<file path="config.mk">
export PLATFORM = sky130hd
export DESIGN_NAME = mem_stage
export DESIGN_NICKNAME = d
export VERILOG_FILES = /design/src/rtl/mem_stage.sv
export SDC_FILE = /design/constraint.sdc
export NUM_CORES = 1
export LEC_CHECK = 0
export CAP_MARGIN = 20
export CORE_MARGIN = 5
export CORE_UTILIZATION = 50
export CTS_CLUSTER_SIZE = 20
export DETAILED_ROUTE_END_ITERATION = 6
export PLACE_DENSITY = 0.86
export SYNTH_ARGS = -nofsm -noshare
export SYNTH_HDL_FRONTEND = slang
export SYNTH_SLANG_ARGS = --single-unit
</file>
<file path="constraint.sdc">
create_clock -name clk -period 5.8 [get_ports clk]
set_clock_uncertainty 0.2 [all_clocks]
set_input_delay 1.16 -clock clk [delete_from_list [all_inputs] [get_ports clk]]
set_output_delay 1.16 -clock clk [all_outputs]
set_load 0.1 [all_outputs]
</file>
<file path="src/rtl/mem_stage.sv">
//----------------------------------------------------------------------------
// mem_stage : MIPS MEM stage; holds one instr, waits on data SRAM for loads.
// Optional MS_FWD_EN adds forwarding/load-block outputs.   Rev 1.0
//----------------------------------------------------------------------------
`default_nettype none

`ifndef ES_TO_MS_BUS_WD
`define ES_TO_MS_BUS_WD 71
`endif
`ifndef MS_TO_WS_BUS_WD
`define MS_TO_WS_BUS_WD 70
`endif

module mem_stage #(
  parameter int LD_TIMEOUT = 255,
  parameter int CNT_WD     = 8
) (
  input  logic                        clk,
  input  logic                        reset,
  input  logic                        ws_allowin,
  output logic                        ms_allowin,
  input  logic                        es_to_ms_valid,
  input  logic [`ES_TO_MS_BUS_WD-1:0] es_to_ms_bus,
  output logic                        ms_to_ws_valid,
  output logic [`MS_TO_WS_BUS_WD-1:0] ms_to_ws_bus,
  input  logic                        cpu_data_ok,
  input  logic [31:0]                 cpu_data_rdata,
`ifdef MS_FWD_EN
  output logic [38:0]                 ms_fwd_bus,
  output logic                        ms_ld_blk,
`endif
  output logic                        ms_ld_err
);

  typedef enum logic [1:0] {
    S_IDLE = 2'd0,
    S_WAIT = 2'd1,
    S_HOLD = 2'd2
  } state_e;

  localparam logic [CNT_WD-1:0] TIMEOUT_CNT = CNT_WD'(LD_TIMEOUT);
  localparam int                LOAD_BIT    = 38;

  state_e                      state_q, state_d;
  logic                        ms_valid_q, ms_valid_d;
  logic [CNT_WD-1:0]           cnt_q, cnt_d;
  logic [31:0]                 rdata_buf_q, rdata_buf_d;
  logic [`ES_TO_MS_BUS_WD-1:0] es_bus_q, es_bus_d;
  logic                        ld_err_q, ld_err_d;

  logic [31:0] pc;
  logic        load_op;
  logic        rf_we;
  logic [4:0]  rf_waddr;
  logic [31:0] alu_result;
  logic        ms_ready_go;
  logic        timeout;
  logic [31:0] load_result;
  logic [31:0] final_result;

  assign {pc, load_op, rf_we, rf_waddr, alu_result} = es_bus_q;

  // Response is only consumed in WAIT; elsewhere cpu_data_ok has no effect.
  always_comb begin
    timeout     = (state_q == S_WAIT) && (cnt_q == TIMEOUT_CNT) && !cpu_data_ok;
    ms_ready_go = 1'b1;
    load_result = 32'h0;
    if (load_op) begin
      case (state_q)
        S_WAIT: begin
          ms_ready_go = cpu_data_ok | timeout;
          load_result = cpu_data_ok ? cpu_data_rdata : 32'h0;
        end
        S_HOLD: begin
          ms_ready_go = 1'b1;
          load_result = rdata_buf_q;
        end
        default: begin
          ms_ready_go = 1'b1;
          load_result = 32'h0;
        end
      endcase
    end
    final_result   = load_op ? load_result : alu_result;
    ms_allowin     = !ms_valid_q || (ms_ready_go && ws_allowin);
    ms_to_ws_valid = ms_valid_q && ms_ready_go;
    ms_to_ws_bus   = {pc, rf_we, rf_waddr, final_result};
    ms_ld_err      = ld_err_q;
  end

  always_comb begin
    state_d     = state_q;
    cnt_d       = cnt_q;
    rdata_buf_d = rdata_buf_q;
    es_bus_d    = es_bus_q;
    ms_valid_d  = ms_allowin ? es_to_ms_valid : ms_valid_q;
    ld_err_d    = ld_err_q | (ms_valid_q & load_op & timeout);
    if (ms_allowin && es_to_ms_valid) begin
      es_bus_d = es_to_ms_bus;
    end
    if (ms_allowin) begin
      // Handoff: a new load enters WAIT with a fresh counter, buffer untouched.
      cnt_d   = '0;
      state_d = (es_to_ms_valid && es_to_ms_bus[LOAD_BIT]) ? S_WAIT : S_IDLE;
    end else if (ms_valid_q && load_op && (state_q == S_WAIT)) begin
      if (ms_ready_go) begin
        state_d     = S_HOLD;
        rdata_buf_d = final_result;
      end else begin
        cnt_d = cnt_q + 1'b1;
      end
    end
  end

  always_ff @(posedge clk or negedge reset) begin
    if (!reset) begin
      state_q     <= S_IDLE;
      ms_valid_q  <= 1'b0;
      cnt_q       <= '0;
      rdata_buf_q <= 32'h0;
      es_bus_q    <= '0;
      ld_err_q    <= 1'b0;
    end else begin
      state_q     <= state_d;
      ms_valid_q  <= ms_valid_d;
      cnt_q       <= cnt_d;
      rdata_buf_q <= rdata_buf_d;
      es_bus_q    <= es_bus_d;
      ld_err_q    <= ld_err_d;
    end
  end

`ifdef MS_FWD_EN
  always_comb begin
    ms_fwd_bus = {ms_valid_q & rf_we, rf_waddr, final_result};
    ms_ld_blk  = ms_valid_q & load_op & ~ms_ready_go;
  end
`endif

endmodule

`default_nettype wire

</file>
# == Word level (Yosys, flattened, before mapping) ==
# Index checks and enable logic that the tools add are counted.
# totals
register_bits,115
elab_cells,44
# op_classes
add_sub_neg,1
n_eq_ne,4
mux,12
bitwise,5
n_reduce_logical,16
# ops
operator,count
two-way mux 32 bit,2
one-hot mux 32 bit (2 select lines),1
two-way mux 8 bit,3
"adder 8 x 1 -> 8 bit, second input constant",1
"== test 8 bit, second input constant",1
logical AND 1 bit,8
two-way mux 2 bit,3
AND reduction 2 bit,2
nonzero test 2 bit,2
two-way mux 1 bit,3
AND reduction 3 bit,1
AND 1 bit,2
"== test 2 x 1 -> 1 bit, second input constant",1
"== test 2 bit, second input constant",1
zero test 1 bit,2
"inequality test 2 bit, second input constant",1
OR 1 bit,2
logical OR 1 bit,1
NOT 1 bit,1

# == Logic depth before layout (Yosys ltp) ==
# depth
depth_word,10
ltp_mapped,8

# == Least setup slack after synthesis ==
# No wires, ideal clock.
# synth_timing
path_kind,input to output
start,in cpu_data_ok
end,out ms_allowin
t_arrival_ns,3.842
required_ns,4.440
setup_slack_ns,0.598
stages,4
path_buffers,1
cell_sequence,and3b_1 -> clkbuf_1 -> o31a_2 -> o21ai_0
# synth_via
elab_chain_cells,7
# synth_lines
element,line,source
start: declaration,26,"input logic cpu_data_ok,"
zero test 1 bit,65,timeout = (state_q == S_WAIT) && (cnt_q == TIMEOUT_CNT) && !cpu_data_ok;
logical AND 1 bit,65,
OR 1 bit (*),71,ms_ready_go = cpu_data_ok | timeout;
two-way mux 1 bit (*),69,case (state_q)
two-way mux 1 bit (*),68,if (load_op) begin
logical AND 1 bit (*),85,ms_allowin = !ms_valid_q || (ms_ready_go && ws_allowin);
logical OR 1 bit (*),85,
end: declaration,21,"output logic ms_allowin,"
# Mark *: on every way between the ends. The rest lies on a longest branch, timed or not.

# == Worst setup path in the final report ==
# layout_timing
start,in cpu_data_ok
end,out ms_to_ws_bus[18]
# layout_via
elab_chain_cells,3
# layout_lines
element,line,source
two-way mux 32 bit,72,load_result = cpu_data_ok ? cpu_data_rdata : 32'h0;
one-hot mux 32 bit (2 select lines),69,
two-way mux 32 bit,84,final_result = load_op ? load_result : alu_result;
end: declaration,25,"output logic [`MS_TO_WS_BUS_WD-1:0] ms_to_ws_bus,"
# No other way between the ends.

==> impl_metrics.toml <==
[run_status]
status = "complete, no violations"

[floorplan]
die_w_um = 114.7
core_um2 = 10790
num_io_pins = 181
dieArea_um2 = 13150
start_util = 0.5077
row_count = 38
die_h_um = 114.7

[yosys]
synth.most_common_cell = "dfrtp_1"
syn-num-nets = 559
syn_avg_cell_area_um2 = 12.23
ys.flop_type = "dfrtp_1"
synthTopCellsByCount = "dfrtp_1, mux2_2, buf_4, inv_1"
async_reset_ff_frac = 1.000
synthDistinctLibCells = 36
seq_area_frac_synth = 0.5252
synth_seq_cells = 115
synth_area_um2 = 5479
synthTopCellsByArea = "dfrtp_1, mux2_2, buf_4"
synth_largest_area_cell = "dfrtp_1"
yosys_warnings = 0
synth_edf_count = 0
syn_inst = 448
synth_top_area_frac = 0.5252

[global_routing]
grt_max_degree = 72
grt_usage = 0.2243
grt_pass1_wl_um = 22860
antenna_found_initial = 0
grt_pass1_vias = 4464
overflow = 0

[worst_setup_path]
end_kind = "output pin"
crit_chain = "clkdlybuf4s50_1 > and2_1 > buf_4 > a22oi_1 > o22ai_1 > buf_4"
critPathMostFrequentCell = "buf_4"
critPathKind = "input port to output pin"
ff2ff_setup_slack_ns = 2.72
cp_max_fo = 32
slowest_stage = "clkdlybuf4s50_1"
cp.required_ns = 4.44
critPathMaxStageDelay_ns = 0.53
r2r_cells = 6
arrival_ns = 2.94
start_kind = "input port"
worstReg2RegStart = "es_bus_q[38]$_DFFE_PN0P_"
rr_endpoint = "es_bus_q[17]$_DFFE_PN0P_"

[pwr]
ir_drop_uv = 261.2
p_leak_uw = 0.003346
power.density_nw_per_um2 = 458.9
clockPowerShare = 0.338
p_comb_frac = 0.359
swShare = 0.3833
net-switching-power_uw = 1352
pwr-share-seq = 0.302
internal_power_uw = 2175

[detailed_routing]
wl_met1_um = 5540
vias = 4114
drt_iter0_markers = 257
antenna_left = 0
drt_first_pass_iters = 4
viasPerCell = 5.537
routed_wl_um = 14310
wl_per_cell_um = 19.26
routed-wl-met3_um = 1720
drc = 0
top_layer = "met4"
wl_met2_um = 6852

[clock_network]
cts_resized = 0
clock_sinks = 115
clkLatencyLatePin_ns = 0.51
h-tree-depth = 4
numCtsBuffers = 17
cts_tree = "built"
cts.clk_slew.worst_paths_ns = 0.06
clockBufferDepth = 2
postCtsHoldBufs = 0
post_cts_buffers = 0
cts_root_buf = "clkbuf_8"

[worst_hold_path]
hold_class = "flip-flop to flip-flop"
hold_start = "es_bus_q[7]$_DFFE_PN0P_"
worst_hold_path.endpoint = "es_bus_q[7]$_DFFE_PN0P_"
holdPathStages = 1

[final_layout]
multi_input_area_um2 = 2027
drive_gt1_frac = 0.2935
layout.area.seq_um2 = 2878
finalCoreUtilization = 0.7119
area_delta_synth_final_pct = 40.24
nFillCells = 742
nets = 702
finish.instance_area_um2 = 7684
antenna_cells = 0

[place]
placed_area_um2 = 6998
io_buffers = 180
place_ws_ns = 1.549
gp_congestion = 0.8327
dp_hpwl_um = 9772

[sta]
timing.fmax_mhz = 232.5
max-slew-margin-rel = 0.3308
timing.final.crit_share = 0.7416
tightest_slew_ns = 1.001
setup_viol = 0
period_needed_ns = 4.302
hold_viol = 0
maxSlewViolCount = 0
rsz0062_at_grt = "false"
fin_ws_ns = 1.498
setup-tns-final_ns = 0

[run]
maxCapViolCount = 0
cells in the final DEF, fill, tap and decap left out, types with 2 or more instances in the layout:
| cell | n |
|---|---|
| or4_2 | 3 |
| a21oi_1 | 6 |
| clkbuf_8 | 6 |
| bufinv_16 | 6 |
| nand3_1 | 8 |
| mux2_2 | 96 |
| a22oi_1 | 32 |
| nor2_1 | 3 |
| clkbuf_16 | 16 |
| clkinv_2 | 2 |
| o221ai_1 | 3 |
| nor3_1 | 3 |
| nand2b_1 | 2 |
| and3_1 | 2 |
| mux2_1 | 7 |
| dfrtp_1 | 115 |
| ha_1 | 3 |
| clkdlybuf4s50_1 | 145 |
| buf_4 | 41 |
| o22ai_1 | 32 |
| inv_1 | 36 |
| nand2_1 | 10 |
| o21ai_0 | 7 |
| and2_1 | 2 |
routing by layer:
metal	vias to the layer above	GRT usage
li1	1861	-
met2	212	0.3589
met1	2023	0.2710
met3	18	0.08932
met5	-	0
met4	0	0.08947
worst max path at each step:
stage | start | slack, ns | endpoint
floorplan | cpu_data_ok | 0.60 | ms_allowin
global placement | cpu_data_ok | 1.61 | ms_to_ws_bus[18]
detailed placement | cpu_data_ok | 1.55 | ms_to_ws_bus[30]
CTS | cpu_data_ok | 1.49 | ms_to_ws_bus[18]
global route | cpu_data_ok | 1.38 | ms_to_ws_bus[18]
finish | cpu_data_ok | 1.50 | ms_to_ws_bus[18]
metrics by stage:
step	cells	hold WS, ns	power [µW]
3_3_place_gp	711	0.2528	2312
3_5_place_dp	711	0.2751	2344
5_1_grt	743	0.3014	3651
2_1_floorplan	448	0.2581	2075
6_report	743	0.2883	3526
4_1_cts	742	0.2867	3552
power groups by stage:
stage | logic (µW) | clock network [µW] | registers, µW
3_3_place_gp | 1250 | 0 | 1060
2_1_floorplan | 1040 | 0 | 1040
5_1_grt | 1320 | 1250 | 1090
6_report | 1270 | 1190 | 1070
4_1_cts | 1270 | 1210 | 1070
3_5_place_dp | 1270 | 0 | 1080
sequential cells by signal (all words and copies together), names as in the netlist:
signal / count
state_q: 2
rdata_buf_q: 32
es_bus_q: 71
ms_ld_err: 1
cnt_q: 8
ms_valid_q: 1
cell families (layout without fill, tap and decap cells):
group / Yosys count / after routing / share of synthesized area
and+or+nand+nor: 39 / 39 / 0.03882
AOI/OAI and AO/OA: 87 / 87 / 0.1126
DFF: 115 / 115 / 0.5252
buffers and inverters: 101 / 256 / 0.1048
muxes: 103 / 103 / 0.2117
adders and majority gates: 3 / 3 / 0.006852
final cells by class:
class                      instances  area share
clock buffer                      22     0.06286
clock inverter                     9     0.02573
timing repair buffer             188      0.2322
inverter                          37     0.01808
multi-input combinational        232      0.2638
sequential                       115      0.3745
tap                              140     0.02280
critical path, delay by kind of cell:
kind                   cells  cell delay [ns]
AO/OA/AOI/OAI              2             0.37
AND/OR/NAND/NOR            1             0.14
buffers and inverters      3             1.23
No activity file was read; power rests on OpenSTA's default activity.
